--- src/rtl/debug_tx_dumper_if.sv ---
// Handshake bundle between the dump engine, its word source and the UART
// transmitter; master is the dump engine itself.
interface debug_tx_dumper_if #(
  parameter int OUTPUT_WORD_LENGTH = 8,
  parameter int LONGITUD_DATO      = 32,
  parameter int ADDR_LENGTH        = 5
);
  logic                          i_start;
  logic [OUTPUT_WORD_LENGTH-1:0] i_tag;
  logic                          i_tx_done;
  logic [LONGITUD_DATO-1:0]      i_dato;
  logic                          o_read_en;
  logic [ADDR_LENGTH-1:0]        o_addr;
  logic                          o_tx_start;
  logic [OUTPUT_WORD_LENGTH-1:0] o_data_tx;
  logic                          o_busy;
  logic                          o_done;

  modport master (
    input  i_start, i_tag, i_tx_done, i_dato,
    output o_read_en, o_addr, o_tx_start, o_data_tx, o_busy, o_done
  );

  modport slave (
    output i_start, i_tag, i_tx_done, i_dato,
    input  o_read_en, o_addr, o_tx_start, o_data_tx, o_busy, o_done
  );
endinterface

--- src/rtl/debug_tx_dumper.sv ---
// Streams a tag byte followed by a block of words from a 1-cycle-latency read
// port to the UART transmitter, most significant byte of each word first.
module debug_tx_dumper #(
  parameter int OUTPUT_WORD_LENGTH = 8,
  parameter int LONGITUD_DATO      = 32,
  parameter int ADDR_LENGTH        = 5,
  parameter int CANT_PALABRAS      = 32
) (
  input logic               i_clock,
  input logic               i_reset,
  debug_tx_dumper_if.master bus
);
  localparam int BYTES_PER_WORD = LONGITUD_DATO / OUTPUT_WORD_LENGTH;
  localparam int BC_W = (BYTES_PER_WORD > 1) ? $clog2(BYTES_PER_WORD) : 1;
  localparam int WC_W = ADDR_LENGTH + 1;
  localparam logic [BC_W-1:0] LAST_BYTE = BC_W'(BYTES_PER_WORD - 1);
  localparam logic [WC_W-1:0] LAST_WORD = WC_W'(CANT_PALABRAS - 1);

  typedef enum logic [2:0] {
    IDLE      = 3'd0,
    SEND_TAG  = 3'd1,
    WAIT_TAG  = 3'd2,
    READ      = 3'd3,
    CAPTURE   = 3'd4,
    SEND      = 3'd5,
    WAIT_DONE = 3'd6,
    FINISH    = 3'd7
  } state_t;

  state_t                        state_r;
  logic [WC_W-1:0]               wc_r;
  logic [BC_W-1:0]               bc_r;
  logic [LONGITUD_DATO-1:0]      shift_r;
  logic [OUTPUT_WORD_LENGTH-1:0] tag_r;
  logic                          read_en_r;
  logic [ADDR_LENGTH-1:0]        addr_r;
  logic                          tx_start_r;
  logic [OUTPUT_WORD_LENGTH-1:0] data_tx_r;
  logic                          busy_r;
  logic                          done_r;

  logic [WC_W-1:0]          wc_inc_s;
  logic [LONGITUD_DATO-1:0] shifted_s;

  assign wc_inc_s  = wc_r + WC_W'(1);
  assign shifted_s = shift_r << OUTPUT_WORD_LENGTH;

  assign bus.o_read_en  = read_en_r;
  assign bus.o_addr     = addr_r;
  assign bus.o_tx_start = tx_start_r;
  assign bus.o_data_tx  = data_tx_r;
  assign bus.o_busy     = busy_r;
  assign bus.o_done     = done_r;

  // Outputs are set on the transition into a state so they are valid while in it;
  // hence a tx_done coincident with tx_start lands in SEND/SEND_TAG and is ignored.
  always_ff @(posedge i_clock or negedge i_reset) begin
    if (!i_reset) begin
      state_r    <= IDLE;
      wc_r       <= '0;
      bc_r       <= '0;
      shift_r    <= '0;
      tag_r      <= '0;
      read_en_r  <= 1'b0;
      addr_r     <= '0;
      tx_start_r <= 1'b0;
      data_tx_r  <= '0;
      busy_r     <= 1'b0;
      done_r     <= 1'b0;
    end else begin
      tx_start_r <= 1'b0;
      read_en_r  <= 1'b0;
      done_r     <= 1'b0;
      case (state_r)
        IDLE: begin
          if (bus.i_start) begin
            tag_r      <= bus.i_tag;
            wc_r       <= '0;
            bc_r       <= '0;
            data_tx_r  <= bus.i_tag;
            tx_start_r <= 1'b1;
            busy_r     <= 1'b1;
            state_r    <= SEND_TAG;
          end else begin
            busy_r  <= 1'b0;
            state_r <= IDLE;
          end
        end
        SEND_TAG: state_r <= WAIT_TAG;
        WAIT_TAG: begin
          data_tx_r <= tag_r;
          if (bus.i_tx_done) begin
            read_en_r <= 1'b1;
            addr_r    <= wc_r[ADDR_LENGTH-1:0];
            state_r   <= READ;
          end else begin
            state_r <= WAIT_TAG;
          end
        end
        READ: state_r <= CAPTURE;
        CAPTURE: begin
          shift_r    <= bus.i_dato;
          bc_r       <= '0;
          data_tx_r  <= bus.i_dato[LONGITUD_DATO-1 -: OUTPUT_WORD_LENGTH];
          tx_start_r <= 1'b1;
          state_r    <= SEND;
        end
        SEND: state_r <= WAIT_DONE;
        WAIT_DONE: begin
          if (bus.i_tx_done) begin
            shift_r <= shifted_s;
            bc_r    <= bc_r + BC_W'(1);
            if (bc_r == LAST_BYTE) begin
              wc_r <= wc_inc_s;
              if (wc_r == LAST_WORD) begin
                done_r  <= 1'b1;
                state_r <= FINISH;
              end else begin
                read_en_r <= 1'b1;
                addr_r    <= wc_inc_s[ADDR_LENGTH-1:0];
                state_r   <= READ;
              end
            end else begin
              data_tx_r  <= shifted_s[LONGITUD_DATO-1 -: OUTPUT_WORD_LENGTH];
              tx_start_r <= 1'b1;
              state_r    <= SEND;
            end
          end else begin
            state_r <= WAIT_DONE;
          end
        end
        FINISH: begin
          busy_r  <= 1'b0;
          state_r <= IDLE;
        end
        default: begin
          state_r   <= IDLE;
          addr_r    <= '0;
          data_tx_r <= '0;
          busy_r    <= 1'b0;
        end
      endcase
    end
  end
endmodule

--- src/flat_wrapper.sv ---
// flat-port wrapper written by rule: the top's interface ports become plain ports
module debug_tx_dumper_flat 
#(
  parameter int OUTPUT_WORD_LENGTH = 8,
  parameter int LONGITUD_DATO      = 32,
  parameter int ADDR_LENGTH        = 5,
  parameter int CANT_PALABRAS      = 32
)
  (i_clock, i_reset, bus_i_start, bus_i_tag, bus_i_tx_done, bus_i_dato, bus_o_read_en, bus_o_addr, bus_o_tx_start, bus_o_data_tx, bus_o_busy, bus_o_done);
  debug_tx_dumper_if #(.OUTPUT_WORD_LENGTH(OUTPUT_WORD_LENGTH), .LONGITUD_DATO(LONGITUD_DATO), .ADDR_LENGTH(ADDR_LENGTH)) bus_i ();
  input logic i_clock;
  input logic i_reset;
  input wire logic [$bits(bus_i.i_start)-1:0] bus_i_start;
  input wire logic [$bits(bus_i.i_tag)-1:0] bus_i_tag;
  input wire logic [$bits(bus_i.i_tx_done)-1:0] bus_i_tx_done;
  input wire logic [$bits(bus_i.i_dato)-1:0] bus_i_dato;
  output wire logic [$bits(bus_i.o_read_en)-1:0] bus_o_read_en;
  output wire logic [$bits(bus_i.o_addr)-1:0] bus_o_addr;
  output wire logic [$bits(bus_i.o_tx_start)-1:0] bus_o_tx_start;
  output wire logic [$bits(bus_i.o_data_tx)-1:0] bus_o_data_tx;
  output wire logic [$bits(bus_i.o_busy)-1:0] bus_o_busy;
  output wire logic [$bits(bus_i.o_done)-1:0] bus_o_done;
  assign bus_i.i_start = bus_i_start;
  assign bus_i.i_tag = bus_i_tag;
  assign bus_i.i_tx_done = bus_i_tx_done;
  assign bus_i.i_dato = bus_i_dato;
  assign bus_o_read_en = bus_i.o_read_en;
  assign bus_o_addr = bus_i.o_addr;
  assign bus_o_tx_start = bus_i.o_tx_start;
  assign bus_o_data_tx = bus_i.o_data_tx;
  assign bus_o_busy = bus_i.o_busy;
  assign bus_o_done = bus_i.o_done;
  debug_tx_dumper #(.OUTPUT_WORD_LENGTH(OUTPUT_WORD_LENGTH), .LONGITUD_DATO(LONGITUD_DATO), .ADDR_LENGTH(ADDR_LENGTH), .CANT_PALABRAS(CANT_PALABRAS)) u_core (.i_clock(i_clock), .i_reset(i_reset), .bus(bus_i));
endmodule
--- config.mk ---
export PLATFORM = sky130hd
export DESIGN_NAME = debug_tx_dumper_flat
export DESIGN_NICKNAME = d
export VERILOG_FILES = /design/src/rtl/debug_tx_dumper_if.sv /design/src/rtl/debug_tx_dumper.sv /design/src/flat_wrapper.sv
export SDC_FILE = /design/constraint.sdc
export NUM_CORES = 1
export LEC_CHECK = 0
export BUFFER_PORTS_ARGS = -buffer_cell sky130_fd_sc_hd__buf_2
export CAP_MARGIN = 20
export CORE_MARGIN = 3
export CORE_UTILIZATION = 43
export DETAILED_ROUTE_END_ITERATION = 16
export GPL_TIMING_DRIVEN = 0
export PLACE_DENSITY = 0.65
export SYNTH_ARGS = -nofsm -noshare
export SYNTH_HDL_FRONTEND = slang
export SYNTH_SLANG_ARGS = --single-unit
--- constraint.sdc ---
create_clock -name i_clock -period 2.72 [get_ports i_clock]
set_clock_uncertainty 0.15 [all_clocks]
set_input_delay 0.68 -clock i_clock [delete_from_list [all_inputs] [get_ports i_clock]]
set_output_delay 0.68 -clock i_clock [all_outputs]
set_load 0.005 [all_outputs]
==> summary.md <==
| Metric | Value |
|---|---|
| Status | completed |
| N_diodes | 0 |
| Sequential area share after synthesis | 0.513 |
| Vias in the first global route | 2314 |
| CP Data Required Time | approximately 2.8 ns |
| Synth Register Bits | 60 |
| CP cell instances | ha_1 -> nand3_1 -> o311a_1 -> o21ai_4 -> mux2_2 |
| # DRC | 0 |
| Num ports | around 60 |
| Peak Freq | between 0.4 and 0.5 GHz |
| CTS buffer count | 9 |
| Wire per inst | approximately 15 um |
| Max Cap Viol | 0 |
| Finished Layout Cells | 430 |
| Resized cells post-CTS | 0 |
| RD Place Congestion | a little over 0.8 |
| Core Area | about 6500 um^2 |
| Switch share | 0.392 |
| Tcrit/Tclk final | 0.759 |
| Final setup viols | 0 |
| Clk Latency, worst-skew pair | between 0.3 and 0.4 ns |
| Final Slew Violations | 0 |
| DP Worst Slack | 0.522 ns |
| First-pass GRT wire length | 11.0 mm |
| Share of layout cells above drive strength 1 | 0.289 |
| Placement-stage cell area | between 3000 and 4000 um^2 |
| Worst setup SP type | flip-flop |
| Aggregate routed wire length | 6.36 mm |
| # nets final | 395 |
| Placed cells | about 410 |
| CTS clk-pin slew, worst paths | around 0.070 ns |
| Peak VDD IR | between 500 and 600 uV |
| Tot Pwr | about 3.7 mW |
| Pwr Density | ~1100 nW/um^2 |
| Routed Antenna Nets | 0 |
| Initial DRT Pass Iterations | 5 |
| GRT Total Usage | 0.184 |
| Initial core utilization | 0.454 |
| Post-Syn Instances | 277 |
| Int Pwr | roughly 2.3 mW |
| Total number of yosys warnings | 0 |
| Via/cell ratio | around 5.3 |
| Max_slew headroom | 0.535 |
| P_sw | approximately 1.5 mW |
| Avg Cell Area, Syn | ~11 um^2 |
| Hold Path Class | input port to asynchronous set/reset pin |
| Fin crit period | ~2.1 ns |
| Largest net degree at the start of global routing | 41 |
| Port buffer count | between 50 and 60 |
| CTS tree | built |
| Gr ovfl total | 0 |
| CTS root buffer | clkbuf_8 |
| Slowest stage delay, CP | 0.39 ns |
| Leak pwr | roughly 1.6 nW |
| Worst-path fanout max | 6 |
| CP max stage cell | dfrtp_1 |
| Die ar. | about 7800 um^2 |
| Vias post-DR | ~2300 |
| H-tree Lvls | 3 |
| Die Ht | slightly below 90 um |
| Final worst slack | 0.656 ns |
| Hold Worst Slack | about 0.15 ns |
| Sequential share of power | 0.388 |
| Placed wire-length estimate | roughly 4.7 mm |
| Clk network pwr share | 0.192 |
| Filler instances | a little under 600 |
| Type of the worst setup path | flip-flop to flip-flop |
| Post-synthesis cell type count | 43 |
| Fin util | 0.545 |
| Setup TNS | 0 ns |
| Design area | approximately 3500 um^2 |
| Post-CTS setup buffer count | 0 |
| Worst Path Arrival | about 2.1 ns |
| Bufs on Longest Clock Path | 2 |
| Synth-to-layout area growth | 20.1% |
| Row count | 29 |
| Clock sink count | 60 |
| Die W | slightly below 90 um |
| Hold_buf cts | 0 |
| Initial antenna violation count | 0 |
| RSZ-0062 raised after global routing | no |
| Gate power share | 0.420 |
| Final hold violations | 0 |
| First-iteration detailed-routing DRC count | 102 |
| Post-Syn Area | 2930 um^2 |
| CP Capture Type | flip-flop |
| Syn_nets | between 300 and 400 |
| Slew @ Worst Pin | about 0.7 ns |
-- worst max-delay path: cells and delay by family, from the launching register on --
family | cells | cell delay [ns]
compound gates | 2 | 0.65
fa+ha+maj | 1 | 0.23
mux | 1 | 0.37
flops | 1 | 0.39
simple gates | 1 | 0.16
-- flip-flops by register name, summed over array words and instances, names as in the netlist, 2 cells and up --
signal / cells
u_core.wc_r: 6
u_core.bus.o_data_tx: 8
u_core.tag_r: 8
u_core.bus.o_addr: 5
u_core.state_r: 3
u_core.shift_r: 24
u_core.bc_r: 2
-- power by group through the flow --
stage | Clock, mW | Sequential (mW) | Combinational [mW]
6_report | 0.718 | 1.45 | 1.57
5_1_grt | 0.779 | 1.50 | 1.80
4_1_cts | 0.728 | 1.45 | 1.58
3_5_place_dp | 0 | 1.47 | 1.57
3_3_place_gp | 0 | 1.45 | 1.54
2_1_floorplan | 0 | 1.44 | 1.15
-- area by class of cell --
class | instances | area (um^2) | area share
sequential | 60 | 1500 | 0.427
multi-input combinational | 190 | 1300 | 0.370
timing repair buffer | 60 | 315 | 0.0896
clock buffer | 9 | 124 | 0.0352
tap | 77 | 96.3 | 0.0274
buffer | 18 | 93.8 | 0.0267
clock inverter | 7 | 52.6 | 0.0149
inverter | 9 | 33.8 | 0.00961
-- routing by layer --
layer / share of wire / up-vias / track usage
met5: 0 / - / 0
li1: - / 1127 / -
met4: 0.022 / 0 / 0.0934
met1: 0.47 / 1072 / 0.257
met3: 0.055 / 16 / 0.0354
met2: 0.45 / 74 / 0.274
-- path summary, 6_finish.rpt --
path	startpoint	end	slack, ns	cells past startpoint
max	u_core.wc_r[1]	u_core.bus.o_addr[4]	0.66	5
min	i_reset	u_core.bus.o_addr[1]	0.15	1
max reg2reg	u_core.wc_r[1]	u_core.bus.o_addr[4]	0.66	5
min reg2reg	u_core.shift_r[9]	u_core.shift_r[9]	0.33	2
max in group asynchronous	i_reset	u_core.state_r[0]	1.69	2
min in group i_clock	u_core.shift_r[9]	u_core.shift_r[9]	0.33	2
-- logic make-up (layout without fill, tap and decap cells) --
| kind of cell | Yosys count | count (layout) | synth area share |
|---|---|---|---|
| muxes | 37 | 37 | 0.132 |
| AOI/OAI and AO/OA | 79 | 79 | 0.176 |
| buffers and inverters | 27 | 103 | 0.0436 |
| DFF | 60 | 60 | 0.513 |
| xor gates and xnor gates | 4 | 4 | 0.0120 |
| adders and majority gates | 3 | 3 | 0.0128 |
| and+or+nand+nor | 67 | 67 | 0.111 |
-- layout by cell type (no fill, tap or decap), types with 2 or more instances in the layout --
cell	instances
o31ai_1	2
buf_1	4
nand2_1	30
clkinv_2	2
nand4_1	2
ha_1	3
nor2b_1	3
buf_2	62
buf_4	4
xnor2_1	3
inv_1	8
a211oi_1	7
clkbuf_1	6
o21ai_0	26
a21o_1	2
nand2b_1	2
nor2_1	14
a22o_1	8
dfrtp_1	60
clkbuf_8	9
mux2i_1	25
a21oi_1	26
clkinv_4	3
mux2_2	12
nand3_1	6
-- synth_stat cells, drive strengths merged --
cell type	instances	area, um^2
o211ai	1	7.51
nand2	30	113
nand4	2	12.5
a311oi	1	15.0
a21o	2	15.0
nor2b	3	18.8
o31ai	2	15.0
nand3	6	30.0
a22o	8	70.1
a32o	1	10.0
a2111oi	1	27.5
xnor2	3	26.3
o311a	1	10.0
nor3	1	5.00
nand3b	1	7.51
dfrtp	60	1500
clkbuf	6	22.5
a21oi	26	130
xor2	1	8.76
o221ai	1	8.76
a211oi	7	52.6
clkinv	1	3.75
mux2i	25	250
o21ai	27	146
nor4b	1	23.8
o21bai	1	7.51
ha	3	37.5
nand2b	2	12.5
nor2	15	58.8
nor4	1	6.26
nor3b	1	7.51
or4	1	7.51
or3b	1	11.3
and2	2	12.5
inv	8	30.0
buf	12	71.3
mux2	12	135
No activity file was read; power rests on OpenSTA's default activity.
